==> config.mk <==
export PLATFORM = sky130hd
export DESIGN_NAME = pulse_gen_flat
export DESIGN_NICKNAME = d
export VERILOG_FILES = /design/src/rtl/pulse_gen_pkg.sv /design/src/rtl/pulse_gen_if.sv /design/src/rtl/pulse_gen_ch.sv /design/src/rtl/pulse_gen.sv /design/src/flat_wrapper.sv
export SDC_FILE = /design/constraint.sdc
export NUM_CORES = 1
export LEC_CHECK = 0
export CAP_MARGIN = 20
export CORE_UTILIZATION = 40
export DETAILED_ROUTE_END_ITERATION = 8
export PLACE_DENSITY = 0.62
export SLEW_MARGIN = 20
export SYNTH_ARGS = -nofsm -noshare
export SYNTH_HDL_FRONTEND = slang
export SYNTH_SLANG_ARGS = --single-unit
==> constraint.sdc <==
create_clock -name clk -period 11.9 [get_ports clk]
set_input_delay 1.19 -clock clk [delete_from_list [all_inputs] [get_ports clk]]
set_output_delay 1.19 -clock clk [all_outputs]
set_load 0.02 [all_outputs]
==> src/rtl/pulse_gen_pkg.sv <==
// Shared types and constants for the multi-channel pulse generator.
package pulse_gen_pkg;

    typedef enum logic [1:0] {
        IDLE = 2'd0,
        DLY  = 2'd1,
        HIGH = 2'd2,
        GAP  = 2'd3
    } state_t;

    localparam int unsigned GAP_MIN = 1;

endpackage

==> src/rtl/pulse_gen_if.sv <==
// Control/status bundle for pulse_gen; channel c timing fields live at [c*W +: W].
interface pulse_gen_if #(
    parameter int unsigned CH = 4,
    parameter int unsigned W  = 16
);
    logic [CH-1:0]   start;
    logic [CH-1:0]   abort;
    logic [CH*W-1:0] dly;
    logic [CH*W-1:0] len;
    logic [CH*W-1:0] gap;
    logic [CH*W-1:0] rep;
    logic [CH-1:0]   pulse;
    logic [CH-1:0]   busy;
    logic [CH-1:0]   done;

    modport master (
        output start, abort, dly, len, gap, rep,
        input  pulse, busy, done
    );

    modport slave (
        input  start, abort, dly, len, gap, rep,
        output pulse, busy, done
    );
endinterface

==> src/rtl/pulse_gen_ch.sv <==
// One pulse-train channel: delay, then rep pulses of len high / gap low cycles.
module pulse_gen_ch
    import pulse_gen_pkg::*;
#(
    parameter int unsigned W = 16
) (
    input  logic         clk,
    input  logic         rst,
    input  logic         start,
    input  logic         abort,
    input  logic [W-1:0] dly,
    input  logic [W-1:0] len,
    input  logic [W-1:0] gap,
    input  logic [W-1:0] rep,
    output logic         pulse,
    output logic         busy,
    output logic         done
);

    state_t       state;
    logic [W-1:0] cnt;
    logic [W-1:0] remaining;
    logic [W-1:0] len_q;
    logic [W-1:0] gap_q;
    logic         cont_q;

    // cnt holds cycles left minus one in HIGH/GAP, so full-scale fields never wrap
    always_ff @(posedge clk or posedge rst) begin
        if (rst) begin
            state     <= IDLE;
            cnt       <= '0;
            remaining <= '0;
            len_q     <= '0;
            gap_q     <= '0;
            cont_q    <= 1'b0;
            pulse     <= 1'b0;
            busy      <= 1'b0;
            done      <= 1'b0;
        end else begin
            done <= 1'b0;
            if (abort) begin
                state <= IDLE;
                cnt   <= '0;
                pulse <= 1'b0;
                busy  <= 1'b0;
            end else begin
                case (state)
                    IDLE: begin
                        if (start) begin
                            state     <= DLY;
                            busy      <= 1'b1;
                            cnt       <= dly;
                            remaining <= rep;
                            len_q     <= len;
                            gap_q     <= (gap == '0) ? W'(GAP_MIN) : gap;
                            cont_q    <= (rep == '0);
                        end
                    end
                    DLY: begin
                        if (cnt != '0) begin
                            cnt <= cnt - W'(1);
                        end else if (len_q == '0) begin
                            state <= IDLE;
                            busy  <= 1'b0;
                            done  <= 1'b1;
                        end else begin
                            state <= HIGH;
                            pulse <= 1'b1;
                            cnt   <= len_q - W'(1);
                        end
                    end
                    HIGH: begin
                        if (cnt != '0) begin
                            cnt <= cnt - W'(1);
                        end else begin
                            pulse <= 1'b0;
                            if (!cont_q && remaining == W'(1)) begin
                                state <= IDLE;
                                busy  <= 1'b0;
                                done  <= 1'b1;
                            end else begin
                                if (!cont_q) remaining <= remaining - W'(1);
                                state <= GAP;
                                cnt   <= gap_q - W'(1);
                            end
                        end
                    end
                    GAP: begin
                        if (cnt != '0) begin
                            cnt <= cnt - W'(1);
                        end else begin
                            state <= HIGH;
                            pulse <= 1'b1;
                            cnt   <= len_q - W'(1);
                        end
                    end
                    default: begin
                        state <= IDLE;
                        pulse <= 1'b0;
                        busy  <= 1'b0;
                    end
                endcase
            end
        end
    end

endmodule

==> src/rtl/pulse_gen.sv <==
// Multi-channel pulse generator: CH independent channels sliced from flat buses.
module pulse_gen
    import pulse_gen_pkg::*;
#(
    parameter int unsigned CH = 4,
    parameter int unsigned W  = 16
) (
    input  logic        clk,
    input  logic        rst,
    pulse_gen_if.slave  bus
);

    for (genvar c = 0; c < CH; c++) begin : g_ch
        pulse_gen_ch #(
            .W (W)
        ) u_ch (
            .clk   (clk),
            .rst   (rst),
            .start (bus.start[c]),
            .abort (bus.abort[c]),
            .dly   (bus.dly[c*W +: W]),
            .len   (bus.len[c*W +: W]),
            .gap   (bus.gap[c*W +: W]),
            .rep   (bus.rep[c*W +: W]),
            .pulse (bus.pulse[c]),
            .busy  (bus.busy[c]),
            .done  (bus.done[c])
        );
    end

endmodule
==> src/flat_wrapper.sv <==
// flat-port wrapper written by rule: the top's interface ports become plain ports
module pulse_gen_flat import pulse_gen_pkg::*;
#(
    parameter int unsigned CH = 4,
    parameter int unsigned W  = 16
)
  (clk, rst, bus_start, bus_abort, bus_dly, bus_len, bus_gap, bus_rep, bus_pulse, bus_busy, bus_done);
  pulse_gen_if #(.CH(CH), .W(W)) bus_i ();
  input  logic clk;
  input  logic rst;
  input wire logic [$bits(bus_i.start)-1:0] bus_start;
  input wire logic [$bits(bus_i.abort)-1:0] bus_abort;
  input wire logic [$bits(bus_i.dly)-1:0] bus_dly;
  input wire logic [$bits(bus_i.len)-1:0] bus_len;
  input wire logic [$bits(bus_i.gap)-1:0] bus_gap;
  input wire logic [$bits(bus_i.rep)-1:0] bus_rep;
  output wire logic [$bits(bus_i.pulse)-1:0] bus_pulse;
  output wire logic [$bits(bus_i.busy)-1:0] bus_busy;
  output wire logic [$bits(bus_i.done)-1:0] bus_done;
  assign bus_i.start = bus_start;
  assign bus_i.abort = bus_abort;
  assign bus_i.dly = bus_dly;
  assign bus_i.len = bus_len;
  assign bus_i.gap = bus_gap;
  assign bus_i.rep = bus_rep;
  assign bus_pulse = bus_i.pulse;
  assign bus_busy = bus_i.busy;
  assign bus_done = bus_i.done;
  pulse_gen #(.CH(CH), .W(W)) u_core (.clk(clk), .rst(rst), .bus(bus_i));
endmodule
# After elaboration in Yosys (flattened, before gate mapping)
# Cells that the tools add are included.
[classes] add_sub_neg=16 eq_ne=68 mux=164 bitwise_logic=4 reduce_logical=64
[op_table] operator="two-way mux 16 bit" n=48
[op_table] operator="one-hot mux 16 bit (4 select lines)" n=4
[op_table] operator="subtractor 16 x 1 -> 16 bit (second input constant)" n=16
[op_table] operator="logical NOT 16 bit" n=12
[op_table] operator="one-hot mux 16 bit (2 select lines)" n=4
[op_table] operator="!= test 3 bit (second input constant)" n=28
[op_table] operator="== test 16 x 1 -> 1 bit (second input constant)" n=4
[op_table] operator="two-way mux 1 bit" n=64
[op_table] operator="nonzero test 16 bit" n=4
[op_table] operator="two-way mux 2 bit" n=28
[op_table] operator="AND reduction 6 bit" n=8
[op_table] operator="!= test 2 bit (second input constant)" n=16
[op_table] operator="!= test 4 bit (second input constant)" n=8
[op_table] operator="one-hot mux 2 bit (4 select lines)" n=4
[op_table] operator="nonzero test 4 bit" n=8
[op_table] operator="one-hot mux 1 bit (3 select lines)" n=8
[op_table] operator="AND reduction 3 bit" n=8
[op_table] operator="AND reduction 5 bit" n=4
[op_table] operator="== test 2 bit (second input constant)" n=8
[op_table] operator="AND reduction 4 bit" n=4
[op_table] operator="== test 2 x 1 -> 1 bit (second input constant)" n=4
[op_table] operator="logical NOT 2 bit" n=4
[op_table] operator="one-hot mux 1 bit (2 select lines)" n=4
[op_table] operator="nonzero test 2 bit" n=4
[op_table] operator="other kinds (3)" n=12
[totals] ff_bits=280 input_bits=266 wordCells=352

# Logic depth before layout (Yosys ltp)
# Gate-level depths: netlist (run 1).
[depth] ltp_word=6 mapped_depth=11

# By module
# Synthesis (run 1) repeated with hierarchy kept, for this count alone.
[unflattened] cells_unflattened=2142 hier_area_um2=19140.9
[by_module_without_submodules] module="pulse_gen_ch (u_core.g_ch[0].u_ch ...)" n_inst=2 cells_per_inst=538 area_per_inst_um2=4817.1 seq_area_each_um2=1751.7
[by_module_without_submodules] module="pulse_gen_ch (u_core.g_ch[2].u_ch)" n_inst=1 cells_per_inst=532 area_per_inst_um2=4802.1 seq_area_each_um2=1751.7
[by_module_without_submodules] module="pulse_gen_ch (u_core.g_ch[3].u_ch)" n_inst=1 cells_per_inst=534 area_per_inst_um2=4704.5 seq_area_each_um2=1751.7

# Least setup slack after synthesis (run 1)
# Ideal clock, no wire load.
[synth_timing] kind="input-to-reg" start="input bus_abort[2]" end="register u_core.g_ch[2].u_ch.len_q[10]" arrival_time_ns=2.546 t_required_ns=11.775 slack_ns=9.230 cell_stages=5 path_buffers=3 cell_sequence="clkbuf_1 > nand3b_1 > clkbuf_1 > buf_1 > mux2_2"
[synth_between] elab_chain_cells=2
[synth_lines] element="start: declaration" line_no="flat_wrapper.sv:12" source="input wire logic [$bits(bus_i.abort)-1:0] bus_abort;"
[synth_lines] element="NOT 1 bit (no source line)"
[synth_lines] element="AND reduction 3 bit (no source line)"
[synth_lines] element="end signal: assignment" line_no="pulse_gen_ch.sv:54" source="len_q <= len;"
[synth_lines] element="end: declaration" line_no="pulse_gen_ch.sv:23" source="logic [W-1:0] len_q;"
# No other way between the ends.
# A chain may end at the register's enable or synchronous reset.

# Worst setup path in the final report (run 1)
[layout_timing] start="input bus_abort[1]" end="register u_core.g_ch[1].u_ch.remaining[7]"
[layout_between] elab_chain_cells=2
[layout_lines] element="NOT 1 bit (no source line)"
[layout_lines] element="AND reduction 6 bit (no source line)"
[layout_lines] element="end signal: assignment" line_no="pulse_gen_ch.sv:53" source="remaining <= rep;"
[layout_lines] element="end signal: assignment" line_no="pulse_gen_ch.sv:82" source="if (!cont_q) remaining <= remaining - W'(1);"
[layout_lines] element="end: declaration" line_no="pulse_gen_ch.sv:22" source="logic [W-1:0] remaining;"
# No other way between the ends.

==> results by group, run 1 <==
Run status
  – Outcome: complete, no violations

Global routing
  – Pin count of the biggest net entering global routing: 123
  – Vias in the first global route: approximately 17000
  – GRT busiest layer: met2
  – Met3 usage: 3.41%
  – GR Util met2: 38.8%
  – Gr ovfl total: 0
  – GRT met1 Usage: 33.5%
  – Global-route wire length before repair: 93500 um
  – Initial antenna violation count: 0
  – All-Layer GR Usage: 24.3%

Setup path
  – Worst reg-to-reg path cell count: 8
  – Setup Crit Path Kind: in2reg
  – Crit Reg-Reg Startpoint: u_core.g_ch[1].u_ch.cnt[0]$_DFFE_PP0P_
  – Kind of end point of the critical path: register
  – Setup crit start kind: input pin
  – FF-to-FF setup slack: 8.51 ns
  – CP arrival: 3.84 ns
  – End of the worst register-to-register path: u_core.g_ch[1].u_ch.remaining[7]$_DFFE_PP0P_
  – CP required: 12.34 ns
  – CP max FO: 24

Logic synthesis
  – Synth top area share: 37.2%
  – Mapped cell area: 0.0188 sq mm
  – Synth top area cells: dfrtp_1 (37%), mux2_2 (5.6%), nand2_1 (4.7%), a21oi_1 (4.4%), o21ai_0 (3.7%)
  – Yosys cell types: 79
  – Number of synthesized flops with an enable pin: 0
  – Most common cell in the netlist: dfrtp_1
  – Post-synthesis sequential area ratio: 37.2%
  – #FFs+latches synth: 280
  – Post-synth ARST share: 100%
  – Syn Inst Count: around 2200
  – Top_reg_cell synth: dfrtp_1
  – Mapped Nets: between 2000 and 2500
  – Synth warn: 0
  – Avg Cell Area, Syn: 8.62 sq um
  – Commonest cells in the synthesized netlist: dfrtp_1 (280), nand2_1 (235), a21oi_1 (167)
  – Synth area leader: dfrtp_1

Detailed routing
  – Final WL: 59100 um
  – Vias: around 18000
  – DR pass1 iterations: 5
  – Antenna viol nets, final: 0
  – 1st-iter DRT viols: 1721
  – DR vias/cell: 6.07
  – DRC Markers: 0
  – Wire per inst: about 20 um

Timing
  – Setup violators final: 0
  – Slew margin rel.: approximately 30%
  – RSZ-0062 raised after global routing: no
  – Max-slew violation count: 0
  – Hold_ws: 0.521 ns
  – Fmax: 0.294 GHz
  – Least-Margin Pin Slew: 1.05 ns
  – Minimum clock period after layout: 3.40 ns
  – Fin Clk Skew: 0.0220 ns
  – Final hold vios: 0
  – Final period utilization: 28.6%
  – Setup TNS: 0 ns

Die
  – DIE WIDTH: 219 um
  – Core area: 0.0465 sq mm
  – Die area: roughly 0.048 sq mm
  – IO Pins: 278
  – Rows: 79
  – Initial Util: 40.5%
  – Die Span Y: 219 um

CTS
  – Clk root buf: clkbuf_16
  – Htree depth: 2
  – CTS max path bufs: 3
  – Num CTS Buffers: 36
  – Clock slew at reported path FFs: 0.06 ns
  – Postcts setup bufs: 0
  – CTS Hold Bufs: 0
  – Clk sinks: 280
  – Worst skew pair latency: 0.55 ns
  – CTS tree: yes
  – CTS-repair resized insts: 0

Final layout
  – Ant diodes: 0
  – Final nets: around 2700
  – Filler instances: approximately 4400
  – Footprint of the multi-input gates: 0.0110 sq mm
  – Share of cells above drive strength 1: 8.43%
  – Reg area: 0.00701 sq mm
  – Syn-to-layout area delta: 23.4%

Place
  – Placer congestion estimate: about 0.93
  – Buffers on Ports: 277
  – Placed wire-length estimate: 43300 um

Power
  – Leak: 0.00891 uW
  – Peak supply drop: 0.152 mV
  – PD cells: 231 mW/mm^2

Worst hold path
  – Worst min path class: reg2reg
  – Hold depth: 2
  – Hold path start: u_core.g_ch[2].u_ch.cont_q$_DFFE_PP0P_
  – Worst-case hold path end point: u_core.g_ch[2].u_ch.cont_q$_DFFE_PP0P_

Run
  – Max-cap check violation count: 0
[state kept, by name, indices dropped and copies added (netlist names)]
name,count
u_core.g_ch.u_ch.len_q,64
u_core.g_ch.u_ch.busy,4
u_core.g_ch.u_ch.gap_q,64
u_core.g_ch.u_ch.state,8
u_core.g_ch.u_ch.cont_q,4
u_core.g_ch.u_ch.pulse,4
u_core.g_ch.u_ch.cnt,64
u_core.g_ch.u_ch.remaining,64
u_core.g_ch.u_ch.done,4
[layer usage]
| layer | wire [um] | vias to the layer above |
|---|---|---|
| li1 | - | 8613 |
| met1 | 26100 | 8896 |
| met2 | 27300 | 746 |
| met3 | 4040 | 104 |
| met4 | 1690 | 0 |
| met5 | 0 | - |
[cells in the final DEF, fill, tap and decap left out, drive strengths merged, types with 11 or more instances in the layout]
cell	netlist	final
a211oi	14	14
a21oi	167	167
a221oi	12	12
a22o	18	18
a22oi	25	25
a31oi	25	25
a32o	14	14
and2	11	11
and3	11	11
buf	30	24
clkbuf	98	51
clkdlybuf4s50	0	277
dfrtp	280	280
ha	40	40
inv	68	68
mux2	93	93
nand2	235	235
nand2b	24	24
nand3	58	58
nand4	59	59
nand4b	11	11
nor2	139	139
nor3	88	88
nor3b	15	15
nor4	82	82
nor4b	11	11
o21a	13	13
o21ai	141	141
o22a	17	17
o22ai	32	32
o31ai	17	17
o41ai	11	11
or2	11	11
or3	23	23
or4	25	25
xnor2	69	69
xor2	58	58
[layout make-up]
type,count,area share [%]
clock inverters,11,0.797
repair buffers,301,12.7
flip-flops and latches,280,30.1
inverters,68,1.13
well taps,607,3.27
multi-input cells,1708,47.4
clock buffers,51,4.51
[critical path, cell delays in order]
cell	delay, ns
clkdlybuf4s50_1	0.94
a21o_1	0.49
a21oi_1	0.84
nand2_1	0.11
a22o_1	0.26
[where the power goes]
| group | switching, uW | internal [uW] | leakage [uW] |
|---|---|---|---|
| registers | 530 | 1330 | 0.00341 |
| clock network | 436 | 719 | 0.000601 |
| logic | 1340 | 1020 | 0.00490 |
[cells by family (layout without fill, tap and decap cells)]
group | count (synthesis) | in the layout | share of synthesized area, %
adders and majority gates | 40 | 40 | 2.66
and+or+nand+nor | 831 | 831 | 22.7
DFF | 280 | 280 | 37.2
muxes | 103 | 103 | 6.09
AOI/OAI and AO/OA | 607 | 607 | 21.1
xor gates and xnor gates | 127 | 127 | 5.91
buffers and inverters | 196 | 431 | 4.35
[worst max path at each step]
stage                                                       from                                           end  slack [ns]  depth (start not counted)
after floorplan                                              rst          u_core.g_ch[0].u_ch.busy$_DFFE_PP0P_        2.99                          1
after global placement                              bus_abort[1]  u_core.g_ch[1].u_ch.remaining[7]$_DFFE_PP0P_        7.95                          5
after detailed placement                            bus_abort[1]  u_core.g_ch[1].u_ch.remaining[7]$_DFFE_PP0P_        7.95                          5
after CTS                                           bus_abort[1]  u_core.g_ch[1].u_ch.remaining[7]$_DFFE_PP0P_        8.56                          5
after global routing      u_core.g_ch[1].u_ch.cnt[0]$_DFFE_PP0P_  u_core.g_ch[1].u_ch.remaining[7]$_DFFE_PP0P_        8.34                          8
final                                               bus_abort[1]  u_core.g_ch[1].u_ch.remaining[7]$_DFFE_PP0P_        8.50                          5
[metrics by stage]
stage / worst slack, ns / utilization, % / instance area [sq um] / power [uW] / cells
after floorplan: 2.99 / - / 18800 / 3460 / 2184
after global placement: 7.95 / 47.3 / 22000 / 4110 / 2964
after detailed placement: 7.95 / 47.3 / 22000 / 4170 / 2964
after CTS: 8.56 / 50.0 / 23200 / 5360 / 3026
after global routing: 8.34 / 50.0 / 23200 / 5730 / 3026
final: 8.50 / 50.0 / 23200 / 5380 / 3026
Power figures use the tool's default switching activity.
==> run 2, diff against run 1 <==
==> constraint.sdc (replaced) <==
create_clock -name clk -period 3.55 [get_ports clk]
set_input_delay 0.355 -clock clk [delete_from_list [all_inputs] [get_ports clk]]
set_output_delay 0.355 -clock clk [all_outputs]
set_load 0.02 [all_outputs]
==> run 2 against run 1 <==
  * First-iteration DRC count increased by 5.2%
  * Worst setup slack got worse by 8.0 ns
  * Count of clock-buffer cells in the layout increased by 2
  * Critical path depth increased by 3
  * Sequential share of layout area decreased by 0.29 points
  * Largest power group unchanged
==> results by group, run 2 (synthesis results as in run 1) <==
Place
  – DP Area: between 0.02 and 0.025 sq mm
  – Buffers on Ports: 277
  – Placed wire-length estimate: 44300 um
  – Placer congestion estimate: ~0.94

Global routing
  – Global-route wire length before repair: 93500 um
  – Vias in the first global route: 17222
  – Gr ovfl total: 0
  – Initial antenna violation count: 2
  – Pin count of the biggest net entering global routing: 125
  – All-Layer GR Usage: 24.3%

Die
  – Initial Util: between 40% and 50%
  – IO Pins: around 280
  – Die Span Y: 219 um
  – DIE WIDTH: 219 um
  – Core area: 0.0465 sq mm
  – Die area: 0.0479 sq mm
  – Rows: slightly below 80

CTS
  – CTS Hold Bufs: 0
  – Num CTS Buffers: 36
  – CTS max path bufs: 3
  – Clock slew at reported path FFs: ~0.06 ns
  – Clk sinks: 280
  – Clk root buf: clkbuf_16
  – Worst skew pair latency: about 0.55 ns
  – CTS-repair resized insts: 0
  – Htree depth: 2
  – Postcts setup bufs: 0
  – CTS tree: yes

Final layout
  – Most common cell after layout, fill and taps aside: dfrtp_1
  – Cell area after layout: 0.0235 sq mm
  – Ant diodes: 0
  – Syn-to-layout area delta: 24.6%
  – Final nets: 2724
  – Commonest cells after routing, fill and taps aside: dfrtp_1 (280), clkdlybuf4s50_1 (277), nand2_1 (235)
  – Share of cells above drive strength 1: 9.57%

Detailed routing
  – DR vias/cell: slightly below 6
  – DRC Markers: 0
  – Vias: 18150
  – 1st-iter DRT viols: 1811
  – Final WL: 59400 um
  – DR pass1 iterations: 5
  – Wire per inst: 19.4 um
  – Antenna viol nets, final: 0

Setup path
  – CP max FO: 7
  – Setup crit start kind: register
  – Crit Reg-Reg Startpoint: u_core.g_ch[1].u_ch.cnt[0]$_DFFE_PP0P_
  – Kind of end point of the critical path: register
  – FF-to-FF setup slack: 0.45 ns
  – CP arrival: 3.53 ns
  – Beginning of the critical path: u_core.g_ch[1].u_ch.cnt[0]$_DFFE_PP0P_
  – Setup Crit Path Kind: reg2reg
  – CP required: 3.98 ns

Timing
  – Fin Clk Skew: 0.0212 ns
  – Final period utilization: 87.4%
  – Setup violators final: 0
  – RSZ-0062 raised after global routing: no
  – Fmax: 0.322 GHz
  – Final hold vios: 0
  – Minimum clock period after layout: 3.10 ns
  – Max-slew violation count: 0
  – Least-Margin Pin Slew: 0.958 ns
  – Slew margin rel.: 35.5%

Power
  – Peak supply drop: 0.441 mV
  – Pwr Total: roughly 18000 uW
  – Leak: 0.00906 uW
  – PD cells: 775 mW/mm^2

Worst hold path
  – Worst min path class: in2async

Run status
  – Outcome: complete, no violations

Run
  – Max-cap check violation count: 0
==> run 2: changes by cell type in the layout (fill, tap and decap cells not counted), moves of 2 or more <==
cell       previous run  this run
nor4_2                6         4
buf_6                 2         0
buf_12                0         2
inv_6                 0         2
clkbuf_1              7         3
clkinv_2              4         6
buf_4                22        45
clkbuf_8              7        13
bufinv_16             5         3
==> run 2: metrics by stage <==
step                      setup TNS [ns]  setup WS [ns]  std cells  hold slack, ns  util (%)
after floorplan                  -143.45         -0.512       2184           0.460         -
after global placement                 0          0.645       2987           0.495      47.8
after detailed placement               0          0.495       2987           0.505      47.8
after CTS                              0          0.482       3053          0.0795      50.5
after global routing                   0          0.216       3053           0.101      50.5
final                                  0          0.448       3053           0.103      50.5
==> run 2: power by group <==
part | leakage (uW) | internal (uW) | switching (uW) | total (uW)
sequential | 0.00341 | 4460 | 1790 | 6240
clock | 0.000632 | 2400 | 1500 | 3900
combinational | 0.00502 | 3520 | 4530 | 8050
total | 0.00906 | 10400 | 7820 | 18200
==> run 2: layer usage <==
metal  vias to the layer above  wire, um  GRT usage, %  share of wire, %
li1                       8663         -             -                 -
met1                      8711     27000          34.6                46
met2                       675     26800          37.7                45
met3                        97      4140          3.89               7.0
met4                         4      1400          7.45               2.4
met5                         -        17             0             0.029
==> run 2: area by class of cell <==
type / count / area [sq um]
fill: 4379 / 23000
sequential: 280 / 7010
multi-input combinational: 1708 / 11000
clock inverter: 13 / 154
tap: 607 / 759
timing repair buffer: 324 / 3150
inverter: 68 / 259
clock buffer: 53 / 1120
==> run 2: worst paths after layout <==
| check | endpoint | cells past startpoint |
|---|---|---|
| max | u_core.g_ch[1].u_ch.remaining[14]$_DFFE_PP0P_ | 8 |
| min | u_core.g_ch[1].u_ch.len_q[13]$_DFFE_PP0P_ | 2 |
| max reg2reg | u_core.g_ch[1].u_ch.remaining[14]$_DFFE_PP0P_ | 8 |
| min reg2reg | u_core.g_ch[3].u_ch.cont_q$_DFFE_PP0P_ | 2 |
| max in group asynchronous | u_core.g_ch[3].u_ch.remaining[10]$_DFFE_PP0P_ | 3 |
| min in group clk | u_core.g_ch[1].u_ch.len_q[12]$_DFFE_PP0P_ | 3 |
==> run 2: critical path: stages (launching register included) <==
cell and delay (ns):
dfrtp_1 0.43, inv_1 0.10, ha_1 0.19, nor3b_1 0.53, nand3_1 0.30, or2_0 0.41
or4_1 0.57, o41ai_1 0.32, a21oi_1 0.11
==> run 3, diff against run 2 <==
--- a/config.mk
+++ b/config.mk
@@ -9,6 +9,7 @@
 export CORE_UTILIZATION = 40
 export DETAILED_ROUTE_END_ITERATION = 8
 export PLACE_DENSITY = 0.62
+export SKIP_LAST_GASP = 1
 export SLEW_MARGIN = 20
 export SYNTH_ARGS = -nofsm -noshare
 export SYNTH_HDL_FRONTEND = slang
==> results of run 3 <==
Same layout as run 2: the final DEF is identical, and so are final timing and power.
